[src/rtl/bus_pkg.sv]
// Shared types and constants for the multiplexed AS/DS/RW/AD bus responder.
package bus_pkg;

  typedef enum logic [2:0] {
    IDLE,
    ADDR,
    WAIT,
    ACK,
    ERR,
    IGNORE
  } state_t;

  localparam logic ASSERT_L = 1'b0;
  localparam logic NEGATE_L = 1'b1;

  // DSACK1/DSACK0 pair; both asserted means a 32-bit port terminated the cycle.
  typedef struct packed {
    logic dsack1;
    logic dsack0;
  } dsack_t;

  localparam dsack_t DSACK_32   = '{dsack1: ASSERT_L, dsack0: ASSERT_L};
  localparam dsack_t DSACK_NONE = '{dsack1: NEGATE_L, dsack0: NEGATE_L};

  function automatic logic addr_hit(input logic [31:0] addr,
                                    input logic [31:0] base,
                                    input logic [31:0] mask);
    return (addr & mask) == (base & mask);
  endfunction

endpackage

[src/rtl/bus_sync2.sv]
// Parameterised-width two-flop synchronizer with a selectable reset value.
module bus_sync2 #(
  parameter int           W       = 1,
  parameter logic [W-1:0] RST_VAL = '0
) (
  input  logic         i_clk,
  input  logic         i_srst,
  input  logic [W-1:0] i_d,
  output logic [W-1:0] o_q
);

  logic [W-1:0] r_meta;
  logic [W-1:0] r_sync;

  always_ff @(posedge i_clk) begin
    if (i_srst) begin
      r_meta <= RST_VAL;
      r_sync <= RST_VAL;
    end else begin
      r_meta <= i_d;
      r_sync <= r_meta;
    end
  end

  assign o_q = r_sync;

endmodule

[src/rtl/bus_responder_mux.sv]
// Bus target: decodes an address window, serves reads/writes from a small word
// memory and terminates each cycle with DSACK (32-bit port) or BERR.
module bus_responder_mux
  import bus_pkg::*;
#(
  parameter logic [31:0] BASE_ADDR   = 32'h20200000,
  parameter logic [31:0] ADDR_MASK   = 32'hFFFF0000,
  parameter int          MEM_AW      = 6,
  parameter int          WAIT_STATES = 2
) (
  input  logic        pin_clk_16M,
  input  logic        pin_reset,
  input  logic        pin_as,
  input  logic        pin_ds,
  input  logic        pin_rw,
  input  logic [31:0] pin_ad_in,
  output logic [31:0] pin_ad_out,
  output logic        pin_ad_oe,
  output logic        pin_dsack0,
  output logic        pin_dsack1,
  output logic        pin_berr,
  output logic [15:0] cycle_count
);

  logic [2:0]  w_strb_s;
  logic [31:0] w_ad_s;
  logic        w_as_s;
  logic        w_ds_s;
  logic        w_rw_s;

  // Strobes idle negated (and RW idles as read) while the synchronizers reset.
  bus_sync2 #(.W(3), .RST_VAL(3'b111)) u_sync_strb (
    .i_clk  (pin_clk_16M),
    .i_srst (pin_reset),
    .i_d    ({pin_as, pin_ds, pin_rw}),
    .o_q    (w_strb_s)
  );

  bus_sync2 #(.W(32), .RST_VAL(32'h0)) u_sync_ad (
    .i_clk  (pin_clk_16M),
    .i_srst (pin_reset),
    .i_d    (pin_ad_in),
    .o_q    (w_ad_s)
  );

  assign w_as_s = w_strb_s[2];
  assign w_ds_s = w_strb_s[1];
  assign w_rw_s = w_strb_s[0];

  state_t            r_state;
  state_t            w_state_next;
  logic [MEM_AW-1:0] r_index;
  logic              r_rw;
  logic [3:0]        r_cnt;
  logic [31:0]       r_ad_out;
  logic              r_oe;
  dsack_t            r_dsack;
  logic              r_berr;
  logic [15:0]       r_cycle_count;
  logic [31:0]       r_mem [0:(2**MEM_AW)-1];

  logic w_hit;
  logic w_commit;
  logic w_done;

  assign w_hit = addr_hit(w_ad_s, BASE_ADDR, ADDR_MASK);

  always_comb begin
    w_state_next = r_state;
    w_commit     = 1'b0;
    w_done       = 1'b0;
    case (r_state)
      IDLE: begin
        if (w_as_s == ASSERT_L) begin
          if (!w_hit)                   w_state_next = IGNORE;
          else if (w_ad_s[1:0] != 2'b00) w_state_next = ERR;
          else                          w_state_next = ADDR;
        end
      end
      ADDR: begin
        if (w_as_s == NEGATE_L)      w_state_next = IDLE;
        else if (w_ds_s == ASSERT_L) w_state_next = WAIT;
      end
      WAIT: begin
        // An aborting master wins over a commit landing on the same edge.
        if (w_as_s == NEGATE_L) begin
          w_state_next = IDLE;
        end else if (r_cnt == 4'd1) begin
          w_state_next = ACK;
          w_commit     = 1'b1;
        end
      end
      ACK: begin
        if (w_as_s == NEGATE_L) begin
          w_state_next = IDLE;
          w_done       = 1'b1;
        end
      end
      ERR, IGNORE: begin
        if (w_as_s == NEGATE_L) w_state_next = IDLE;
      end
      default: w_state_next = IDLE;
    endcase
  end

  always_ff @(posedge pin_clk_16M) begin
    if (pin_reset) begin
      r_state       <= IDLE;
      r_index       <= '0;
      r_rw          <= 1'b1;
      r_cnt         <= 4'd0;
      r_ad_out      <= 32'h0;
      r_oe          <= 1'b0;
      r_dsack       <= DSACK_NONE;
      r_berr        <= NEGATE_L;
      r_cycle_count <= 16'h0;
    end else begin
      r_state <= w_state_next;
      if (r_state == IDLE && w_state_next != IDLE) begin
        r_index <= w_ad_s[MEM_AW+1:2];
        r_rw    <= w_rw_s;
      end
      if (r_state == ADDR && w_state_next == WAIT) r_cnt <= 4'(WAIT_STATES);
      else if (r_state == WAIT)                    r_cnt <= r_cnt - 4'd1;
      if (w_commit && r_rw) r_ad_out <= r_mem[r_index];
      // Outputs follow the next state so they change on the same edge as it.
      r_oe    <= (w_state_next == ACK) && r_rw;
      r_dsack <= (w_state_next == ACK) ? DSACK_32 : DSACK_NONE;
      r_berr  <= (w_state_next == ERR) ? ASSERT_L : NEGATE_L;
      if (w_done) r_cycle_count <= r_cycle_count + 16'd1;
    end
  end

  always_ff @(posedge pin_clk_16M) begin
    if (!pin_reset && w_commit && !r_rw) r_mem[r_index] <= w_ad_s;
  end

  assign pin_ad_out  = r_ad_out;
  assign pin_ad_oe   = r_oe;
  assign pin_dsack0  = r_dsack.dsack0;
  assign pin_dsack1  = r_dsack.dsack1;
  assign pin_berr    = r_berr;
  assign cycle_count = r_cycle_count;

endmodule

[config.mk]
export PLATFORM = sky130hd
export DESIGN_NAME = bus_responder_mux
export DESIGN_NICKNAME = d
export VERILOG_FILES = /design/src/rtl/bus_pkg.sv /design/src/rtl/bus_sync2.sv /design/src/rtl/bus_responder_mux.sv
export SDC_FILE = /design/constraint.sdc
export NUM_CORES = 2
export LEC_CHECK = 0
export CAP_MARGIN = 20
export CORE_UTILIZATION = 35
export DETAILED_ROUTE_END_ITERATION = 7
export SYNTH_ARGS = -nofsm -noshare
export SYNTH_HDL_FRONTEND = slang
export SYNTH_SLANG_ARGS = --single-unit
[constraint.sdc]
create_clock -name pin_clk_16M -period 7.6 [get_ports pin_clk_16M]
set_input_delay 1.52 -clock pin_clk_16M [delete_from_list [all_inputs] [get_ports pin_clk_16M]]
set_output_delay 1.52 -clock pin_clk_16M [all_outputs]
set_load 0.1 [all_outputs]
==> run_results.csv <==
group,metric,value,unit
run_status,outcome,"completed",
sta,finalCriticalPeriod,5.03,ns
synth,synthCells,4548,
placement,placed_cells,7655,
synth,synth_seq_cells,2183,
global_routing,grt_overflow_total,0,
sta,rsz0062_at_grt,"no",
global_routing,grt_pass1_wl,386000,um
setup_path,cp.required,8.31,ns
pwr,internal_power,19.2,mW
finish,drive_gt1_frac,0.186,
floorplan,io_pins,89,
setup_path,cp_top_family,"compound AO/OA/AOI/OAI gates",
sta,tns,0,ns
floorplan,fp.dieW,490,um
clock_network,root_buffer,"clkbuf_16",
setup_path,critPathMaxFanout,73,
floorplan,die_h,490,um
sta,finalCritPeriodShare,0.662,
setup_path,slowest_stage,"a2111oi_0",
synth,ys_seq_area_frac,0.771,
clock_network,cts_tree,"done",
placement,gp_congestion,0.975,
synth,synth_edf_count,2048,
sta,relSlewSlack,0.180,
global_routing,antenna_found_initial,30,
sta,final-hold-violation-count,0,
synth,synth_top_area_frac,0.738,
floorplan,initial_core_util,0.353,
synth,synth_area_leaders,"edfxtp_1 (74%), mux2i_1 (4.0%), mux4_2 (3.8%)",
finish,final_cell_mix,"edfxtp_1 (2048), mux2i_1 (336), clkbuf_16 (216), a22oi_1 (196), a221oi_1 (174)",
sta,tightest_slew,1.23,ns
min_path,hp-class,"flip-flop to flip-flop",
drt,wire_per_inst,35.1,um
placement,hpwl,171000,um
synth,syn_nets,4588,
finish,layout_commonest_cell,"edfxtp_1",
drt,via_per_inst,6.00,
clock_network,hold_buffers,0,
clock_network,cts_buffer_depth,3,
drt,num_vias,48500,
clock_network,h-tree-depth,4,
setup_path,worstSetupStartpointType,"flip-flop",
floorplan,dieArea,240000,um^2
drt,ant_nets,0,
floorplan,core_area,236000,um^2
global_routing,grt_pass1_vias,45500,
setup_path,endpoint_kind,"flip-flop",
sta,fmax,199,MHz
pwr,switching_share,0.211,
placement,post_dp_cell_area,89200,um^2
clock_network,clock_latency,0.91,ns
setup_path,worstPathCellList,"buf_12, buf_4, mux4_2, mux2i_1, o22ai_1, a2111oi_0, a211oi_1",
finish,finalNonFillerCells,8086,
synth,syn-mean-instance-area,18.3,um^2
drt,routed_wl,284000,um
setup_path,critPathBufInv,2,
drt,firstDrtPassIters,7,
clock_network,cts_resized,0,
pwr,net-switching-power,5.15,mW
drt,dr.first_iter.drc_count,8437,
synth,syn-cell-area,83300,um^2
pwr,power_frac_comb,0.016,
global_routing,track_usage,0.230,
setup_path,crit_type,"flip-flop to flip-flop",
finish,syn2layout_area_growth,16.0,%
synth,synthArstFlopShare,0,
pwr,leakagePower,29.5,nW
synth,ys.flop_type,"edfxtp_1",
drt,drcViolationCount,0,
sta,finalSetupViolations,0,
synth,yosysWarnings,0,
pwr,ir_drop,0.215,mV
pwr,power.total,24.4,mW
setup_path,slowest_delay,0.94,ns
sta,slew_viol_final,0,
setup_path,crit_arrival,5.74,ns
pwr,powerDensity,252,nW/um^2
global_routing,grt_start_max_net_pins,112,
pwr,p_clk_frac,0.442,
placement,numPortBuffers,88,
finish,nNetsFinal,4774,
sta,skew,0.0592,ns
clock_network,clkTransAtPathRegs,0.06,ns
synth,yosysTopAreaCell,"edfxtp_1",
floorplan,core.rowCount,178,
synth,synth_cell_type_count,81,
pwr,p_seq_frac,0.542,
finish,design_area,96600,um^2
clock_network,postCtsSetupRepairBufs,0,
sta,whs,0.415,ns
job,cap_violations,0,
clock_network,cts.sinks,2183,
clock_network,cts_buffers,216,
-- logic make-up (layout without fill, tap and decap cells) --
| family | after synthesis | count (layout) | synth area share |
|---|---|---|---|
| flip-flops | 2183 | 2183 | 0.771 |
| AND/OR/NAND/NOR | 520 | 520 | 0.0303 |
| buffers and inverters | 315 | 689 | 0.0216 |
| other | 0 | 14 | 0 |
| XOR/XNOR | 15 | 15 | 0.00158 |
| adder cells (fa/ha/maj) | 3 | 3 | 0.000451 |
| multiplexers | 602 | 602 | 0.0954 |
| AO/OA/AOI/OAI | 910 | 910 | 0.0801 |
-- cell type report --
class                   count  area (um^2)
fillers                 20800       139000
flip-flops and latches   2183        64300
multi-input cells        2050        17900
clock buffers             283         5860
well taps                3150         3940
repair buffers            276         3180
clock inverters           123         1330
diodes                     14         35.0
inverters                   7         31.3
-- registers in the layout, indices dropped and copies added (netlist names) --
signal and cells:
u_sync_ad.r_meta 32, r_rw 1, r_state 3, r_index 6, r_mem 2048, pin_ad_oe 1, pin_dsack1 1, u_sync_strb.r_meta 3
u_sync_ad.o_q 32, pin_ad_out 32, u_sync_strb.o_q 3, pin_berr 1, r_cnt 4, cycle_count 16
-- cell usage after synthesis (9+ instances only) --
| cell type | n |
|---|---|
| a221oi_1 | 175 |
| a22oi_1 | 196 |
| buf_6 | 34 |
| xor2_1 | 10 |
| nand2_1 | 100 |
| a31oi_1 | 37 |
| a22o_1 | 32 |
| and3_1 | 11 |
| mux4_2 | 141 |
| nor2_1 | 196 |
| mux2i_1 | 336 |
| nand3_1 | 47 |
| a221o_1 | 35 |
| o21ai_0 | 101 |
| dfxtp_1 | 135 |
| buf_2 | 96 |
| clkbuf_1 | 101 |
| a211oi_1 | 36 |
| or2_2 | 9 |
| o31a_1 | 10 |
| buf_4 | 61 |
| buf_1 | 14 |
| a222oi_1 | 9 |
| nand4_1 | 12 |
| mux2_2 | 120 |
| edfxtp_1 | 2048 |
| nor2b_1 | 72 |
| nand2b_1 | 11 |
| o211ai_1 | 12 |
| o2bb2ai_1 | 18 |
| a21oi_1 | 119 |
| o22ai_1 | 61 |
-- through the flow --
step / worst slack [ns] / util
3_3_place_gp: 2.63 / 0.374
3_5_place_dp: 2.60 / 0.378
5_1_grt: 2.59 / 0.410
2_1_floorplan: 3.52 / -
4_1_cts: 2.80 / 0.409
6_report: 2.57 / 0.410
-- power groups by stage --
stage | registers, mW | clock network (mW) | logic, mW
floorplan | 13.4 | 0 | 0.157
global placement | 13.4 | 0 | 0.388
detailed placement | 13.4 | 0 | 0.392
CTS | 13.2 | 10.8 | 0.393
global route | 13.2 | 11.3 | 0.408
finish | 13.2 | 10.8 | 0.402
-- per-layer routing --
| metal | up-vias | track usage | routed length (um) |
|---|---|---|---|
| li1 | 19000 | - | - |
| met1 | 25200 | 0.311 | 108000 |
| met2 | 3631 | 0.335 | 123000 |
| met3 | 672 | 0.0684 | 36900 |
| met4 | 20 | 0.117 | 16000 |
| met5 | - | 0.00258 | 147 |
-- final timing paths --
check                                   startpoint                             to  slack [ns]  depth (start not counted)
hold / removal    u_sync_strb.r_meta[0]$_SDFF_PP1_  u_sync_strb.o_q[0]$_SDFF_PP1_        0.41                          1
setup / recovery           r_index[0]$_SDFFE_PP0P_     pin_ad_out[3]$_SDFFE_PP0P_        2.57                          7
hold reg to reg   u_sync_strb.r_meta[0]$_SDFF_PP1_  u_sync_strb.o_q[0]$_SDFF_PP1_        0.41                          1
setup reg to reg           r_index[0]$_SDFFE_PP0P_     pin_ad_out[3]$_SDFFE_PP0P_        2.57                          7
No activity file was read; power rests on OpenSTA's default activity.
